`src/rtl/pulse_pkg.sv`:
```
// Shared definitions for the pulse train generator and the pulse_delay stage
// that consumes its output.
package pulse_pkg;

  typedef enum logic [1:0] {
    IDLE = 2'd0,
    HIGH = 2'd1,
    LOW  = 2'd2,
    DONE = 2'd3
  } state_t;

  // pulse_delay sizing: delay line depth counter width and typical delay.
  localparam int DELAY_W           = 8;
  localparam int DELAY_NUM_DEFAULT = 5;

endpackage

```
`src/rtl/pulse_train_gen.sv`:
```
// Programmable pulse train generator: width-cycle high pulses every period
// cycles, for pulse_num pulses (0 = until stop). All outputs are registered.
module pulse_train_gen
  import pulse_pkg::*;
#(
  parameter int CNT_W = 32
) (
  input  logic             clk,
  input  logic             rst_n,
  input  logic             start,
  input  logic             stop,
  input  logic [CNT_W-1:0] period,
  input  logic [CNT_W-1:0] width,
  input  logic [CNT_W-1:0] pulse_num,
  output logic             pulse_out,
  output logic             busy,
  output logic             done,
  output logic             cfg_err,
  output logic [CNT_W-1:0] pulse_cnt
);

  state_t           r_state;
  state_t           w_state_nxt;
  logic [CNT_W-1:0] r_period;
  logic [CNT_W-1:0] r_width;
  logic [CNT_W-1:0] r_num;
  logic [CNT_W-1:0] r_phase;
  logic [CNT_W-1:0] w_phase_nxt;
  logic [CNT_W-1:0] r_pulse_cnt;
  logic [CNT_W-1:0] w_pulse_cnt_nxt;
  logic             r_pulse_out;
  logic             r_busy;
  logic             r_done;
  logic             r_cfg_err;
  logic             w_pulse_out_nxt;
  logic             w_busy_nxt;
  logic             w_done_nxt;
  logic             w_cfg_err_nxt;
  logic             w_cfg_ok;
  logic             w_start_req;
  logic             w_accept;
  logic             w_reject;
  logic             w_phase_last;
  logic             w_more;

  // stop masks start in IDLE, so it suppresses both a train and cfg_err.
  assign w_cfg_ok     = (period >= CNT_W'(2)) && (width != '0) && (width < period);
  assign w_start_req  = (r_state == IDLE) && start && !stop;
  assign w_accept     = w_start_req && w_cfg_ok;
  assign w_reject     = w_start_req && !w_cfg_ok;
  assign w_phase_last = (r_phase <= CNT_W'(1));
  assign w_more       = (r_num == '0) || (r_pulse_cnt < r_num);

  always_ff @(posedge clk or negedge rst_n) begin
    if (!rst_n) begin
      r_state     <= IDLE;
      r_period    <= '0;
      r_width     <= '0;
      r_num       <= '0;
      r_phase     <= '0;
      r_pulse_cnt <= '0;
      r_pulse_out <= 1'b0;
      r_busy      <= 1'b0;
      r_done      <= 1'b0;
      r_cfg_err   <= 1'b0;
    end else begin
      r_state     <= w_state_nxt;
      r_phase     <= w_phase_nxt;
      r_pulse_cnt <= w_pulse_cnt_nxt;
      r_pulse_out <= w_pulse_out_nxt;
      r_busy      <= w_busy_nxt;
      r_done      <= w_done_nxt;
      r_cfg_err   <= w_cfg_err_nxt;
      if (w_accept) begin
        r_period <= period;
        r_width  <= width;
        r_num    <= pulse_num;
      end
    end
  end

  always_comb begin
    w_state_nxt = r_state;
    case (r_state)
      IDLE: if (w_accept) w_state_nxt = HIGH;
      HIGH: begin
        if (stop)              w_state_nxt = DONE;
        else if (w_phase_last) w_state_nxt = LOW;
      end
      LOW: begin
        if (stop)              w_state_nxt = DONE;
        else if (w_phase_last) w_state_nxt = w_more ? HIGH : DONE;
      end
      DONE:    w_state_nxt = IDLE;
      default: w_state_nxt = IDLE;
    endcase
  end

  // One phase counter serves both HIGH and LOW; it is reloaded on every
  // phase entry and otherwise counts down, holding at zero.
  always_comb begin
    w_phase_nxt     = (r_phase == '0) ? r_phase : r_phase - CNT_W'(1);
    w_pulse_cnt_nxt = r_pulse_cnt;
    if (w_accept) begin
      w_phase_nxt     = width;
      w_pulse_cnt_nxt = CNT_W'(1);
    end else if (r_state == HIGH && w_state_nxt == LOW) begin
      w_phase_nxt = r_period - r_width;
    end else if (r_state == LOW && w_state_nxt == HIGH) begin
      w_phase_nxt = r_width;
      if (r_pulse_cnt != '1) w_pulse_cnt_nxt = r_pulse_cnt + CNT_W'(1);
    end
    w_pulse_out_nxt = (w_state_nxt == HIGH);
    w_busy_nxt      = (w_state_nxt == HIGH) || (w_state_nxt == LOW);
    w_done_nxt      = (w_state_nxt == DONE);
    w_cfg_err_nxt   = w_reject;
  end

  assign pulse_out = r_pulse_out;
  assign busy      = r_busy;
  assign done      = r_done;
  assign cfg_err   = r_cfg_err;
  assign pulse_cnt = r_pulse_cnt;

endmodule

```
`config.mk`:
```
export PLATFORM = sky130hd
export DESIGN_NAME = pulse_train_gen
export DESIGN_NICKNAME = d
export VERILOG_FILES = /design/src/rtl/pulse_pkg.sv /design/src/rtl/pulse_train_gen.sv
export SDC_FILE = /design/constraint.sdc
export NUM_CORES = 1
export LEC_CHECK = 0
export ABC_AREA = 1
export ABC_CLOCK_PERIOD_IN_PS = 3900
export BUFFER_PORTS_ARGS = -buffer_cell sky130_fd_sc_hd__buf_2
export CORE_ASPECT_RATIO = 0.5
export CORE_MARGIN = 3
export CORE_UTILIZATION = 24
export DETAILED_ROUTE_END_ITERATION = 6
export PLACE_DENSITY = 0.48
export RECOVER_POWER = 100
export SLEW_MARGIN = 20
export SYNTH_ARGS = -nofsm -noshare
export SYNTH_HDL_FRONTEND = slang
export SYNTH_SLANG_ARGS = --single-unit
```
`constraint.sdc`:
```
create_clock -name clk -period 3.9 [get_ports clk]
set_input_delay 0.585 -clock clk [delete_from_list [all_inputs] [get_ports clk]]
set_output_delay 0.585 -clock clk [all_outputs]
set_load 0.02 [all_outputs]
```
==> flow_metrics.py <==
metrics = {
    "status": {
        "status": "finished with violations",
        "violations": "capacitance limit, slew limit",
    },
    "floorplanning": {
        "io_pins": 136,
        "fp.dieArea_sq_um": 52500,
        "core_sq_um": 48800,
        "rows": 57,
        "initial_core_util": 0.244,
        "die_width_um": 321,
        "die_y_um": 164,
    },
    "yosys": {
        "synth_top_area_share": 0.349,
        "ys_types": 51,
        "synth_area_leader_cell": "dfrtp_1",
        "ys_ff_latch": 166,
        "synth_warnings": 0,
        "synthCells": 1664,
        "netlist_area_sq_um": 11900,
        "ys_seq_area_frac": 0.349,
        "post_synth.cell_area_avg_sq_um": 7.16,
        "synth_area_leaders": "dfrtp_1 (35%), nand2_1 (14%), ha_1 (10%), inv_1 (7.1%), o21ai_0 (5.8%)",
        "synth_nets": 1861,
    },
    "timing": {
        "fin_crit_sh": 0.865,
        "rsz0062_at_grt": "false",
        "post-route-min-period_ps": 3370,
        "finClkSkew_ps": 9.95,
        "worstMarginPinSlew_ps": 3090,
        "final-setup-viol-count": 0,
        "finalHoldViolCount": 0,
        "hold-worst-slack_ps": 342,
        "fmax_ghz": 0.297,
        "report.final.slew_viol_count": 67,
        "slew_headroom": -1.06,
        "worst_slack_ps": 528,
        "setup-tns-final_ps": 0,
    },
    "place": {
        "gp_congestion": 0.882,
        "dp_hpwl_um": 29900,
        "dp_slack_ps": 70.7,
        "io_buffer_count": 135,
    },
    "clock_network": {
        "cts.sinks": 166,
        "post_cts_buffers": 0,
        "cts_tree": "yes",
        "clk_latency_ps": 440,
        "htree_levels": 4,
        "cts_hold_buf": 0,
        "clock_path_buffers": 2,
        "cts_made_buffers": 17,
        "root_buffer": "clkbuf_16",
        "cts_resized": 0,
        "clk_pin_slew_worst_paths_ps": 70,
    },
    "route": {
        "wirelength_um": 37800,
        "drt_pass1_iterations": 5,
        "drtAntennaViolNets": 0,
        "drc": 0,
        "via_per_inst": 4.47,
        "first_iter_violations": 563,
        "vias": 10995,
        "wl_met3_um": 1260,
        "top_layer": "met5",
        "wl_met1_um": 17700,
        "met2WireLength_um": 18300,
        "routedWlPerCell_um": 15.4,
    },
    "global_route": {
        "grt_max_degree": 89,
        "grt_overflow": 0,
        "grt_first_pass_wirelength_um": 60200,
        "grt_usage": 0.146,
        "antenna_found_initial": 5,
        "grt_pass1_vias": 10981,
    },
    "power_and_ir_drop": {
        "switchingPower_mw": 4.90,
        "ir_worst_vdd_mv": 0.268,
        "p_seq_frac": 0.288,
        "p_int_mw": 5.37,
        "powerDensity_nw_per_um2": 740,
        "pwr-share-clk": 0.164,
        "p_comb_frac": 0.547,
        "p_leak_nw": 6.79,
        "swShare": 0.477,
    },
    "finish": {
        "finalCoreUtilization": 0.284,
        "fill_cells": 5445,
        "drive_above_1_share": 0.0945,
        "fin_nets": 1994,
        "area_growth_pct": 16.5,
    },
    "worst_setup_path": {
        "cp_data_required_time_ps": 4200,
        "path_max_fanout": 12,
        "critPathKind": "reg -> reg",
        "cp-start-kind": "flip-flop",
        "end_kind": "flip-flop",
        "worstPathArrival_ps": 3680,
    },
    "run": {
        "maxCapViolations": 1,
    },
    "hold_path": {
        "hold_class": "in -> reg",
    },
}
[path summary, 6_finish.rpt]
| kind | endpoint | startpoint | slack (ps) | depth (start not counted) |
|---|---|---|---|---|
| setup reg to reg | pulse_cnt[6] | pulse_cnt[15] | 530 | 15 |
| hold reg to reg | r_period[2] | r_period[2] | 500 | 2 |
| min in group asynchronous | r_num[9] | rst_n | 1260 | 1 |
| hold / removal | r_num[20] | pulse_num[20] | 340 | 3 |
| setup / recovery | pulse_cnt[6] | pulse_cnt[15] | 530 | 15 |
| max in group asynchronous | r_num[22] | rst_n | 850 | 1 |
[layout make-up]
class | count | area [sq um] | share of cell area
multi-input combinational | 1220 | 6620 | 0.477
sequential | 166 | 4150 | 0.299
inverter | 234 | 881 | 0.0635
timing repair buffer | 158 | 840 | 0.0605
tap | 649 | 812 | 0.0585
clock buffer | 20 | 447 | 0.0322
clock inverter | 12 | 121 | 0.00875
antenna | 2 | 5.00 | 0.000361
[critical path, cell delays in order, from the launching register on]
cell	delay, ps
dfrtp_1	510
ha_1	360
nand2_1	80
inv_1	40
nand3_1	80
inv_1	40
a21oi_1	170
nand2_1	110
nand2_1	90
nand2_1	80
a21oi_1	260
nand4_4	280
a21oi_1	750
nand2_1	140
xor2_1	170
nor2_1	50
[cell families (layout without fill, tap and decap cells)]
group	Yosys count	count (layout)	share of synthesized area
adders and majority gates	97	97	0.103
other	0	2	0
and+or+nand+nor	765	765	0.271
xor gates and xnor gates	66	66	0.0485
AOI/OAI and AO/OA	292	292	0.135
buffers and inverters	278	424	0.0938
DFF	166	166	0.349
[metal layers]
| metal | vias up | global-route usage |
|---|---|---|
| met4 | 4 | 0.0337 |
| li1 | 5677 | - |
| met2 | 141 | 0.254 |
| met3 | 32 | 0.0263 |
| met5 | - | 0 |
| met1 | 5141 | 0.189 |
[per-stage QoR]
stage / cells / area (sq um) / total power, mW
3_5_place_dp: 2427 / 13400 / 8.61
4_1_cts: 2459 / 14000 / 10.3
6_report: 2461 / 13900 / 10.3
2_1_floorplan: 1664 / 11900 / 6.97
3_3_place_gp: 2427 / 13400 / 8.59
5_1_grt: 2461 / 13900 / 11.3
[synth_stat cells, drive strengths merged]
library cell,instances
clkinv,1
fa,1
inv,233
a21oi,107
o211ai,6
nor2,164
nor3,38
or4,1
a21boi,5
o21a,1
dfrtp,166
nor3b,1
xor2,41
nand2,440
buf,23
xnor2,25
o41ai,1
a31oi,3
nand3,71
nand4,34
ha,96
a21o,8
nand3b,2
a221oi,2
o211a,1
o221ai,1
clkbuf,21
and2,1
or2,1
o21ai,138
o21bai,6
o311ai,1
nor4,12
o31ai,12
[cell usage in the layout, fill, tap and decap left out, drive strengths merged, types with 41 or more instances in the layout]
cell type,n
buf,118
o21ai,138
nor2,164
ha,96
nand3,71
nand2,440
inv,237
clkbuf,59
dfrtp,166
a21oi,107
xor2,41
[power by group through the flow]
stage          sequential (mW)  clock, mW  combinational (mW)
2_1_floorplan             2.88          0                4.09
3_3_place_gp              3.00          0                5.59
3_5_place_dp              2.99          0                5.62
4_1_cts                   2.96       1.73                5.65
5_1_grt                   3.05       1.81                6.42
6_report                  2.96       1.69                5.62
[flip-flops by register name, indices dropped and copies added (netlist names)]
name	flops
r_num	32
pulse_out	1
pulse_cnt	32
cfg_err	1
done	1
r_period	32
busy	1
r_state	2
r_phase	32
r_width	32
No activity file was read; power rests on OpenSTA's default activity.
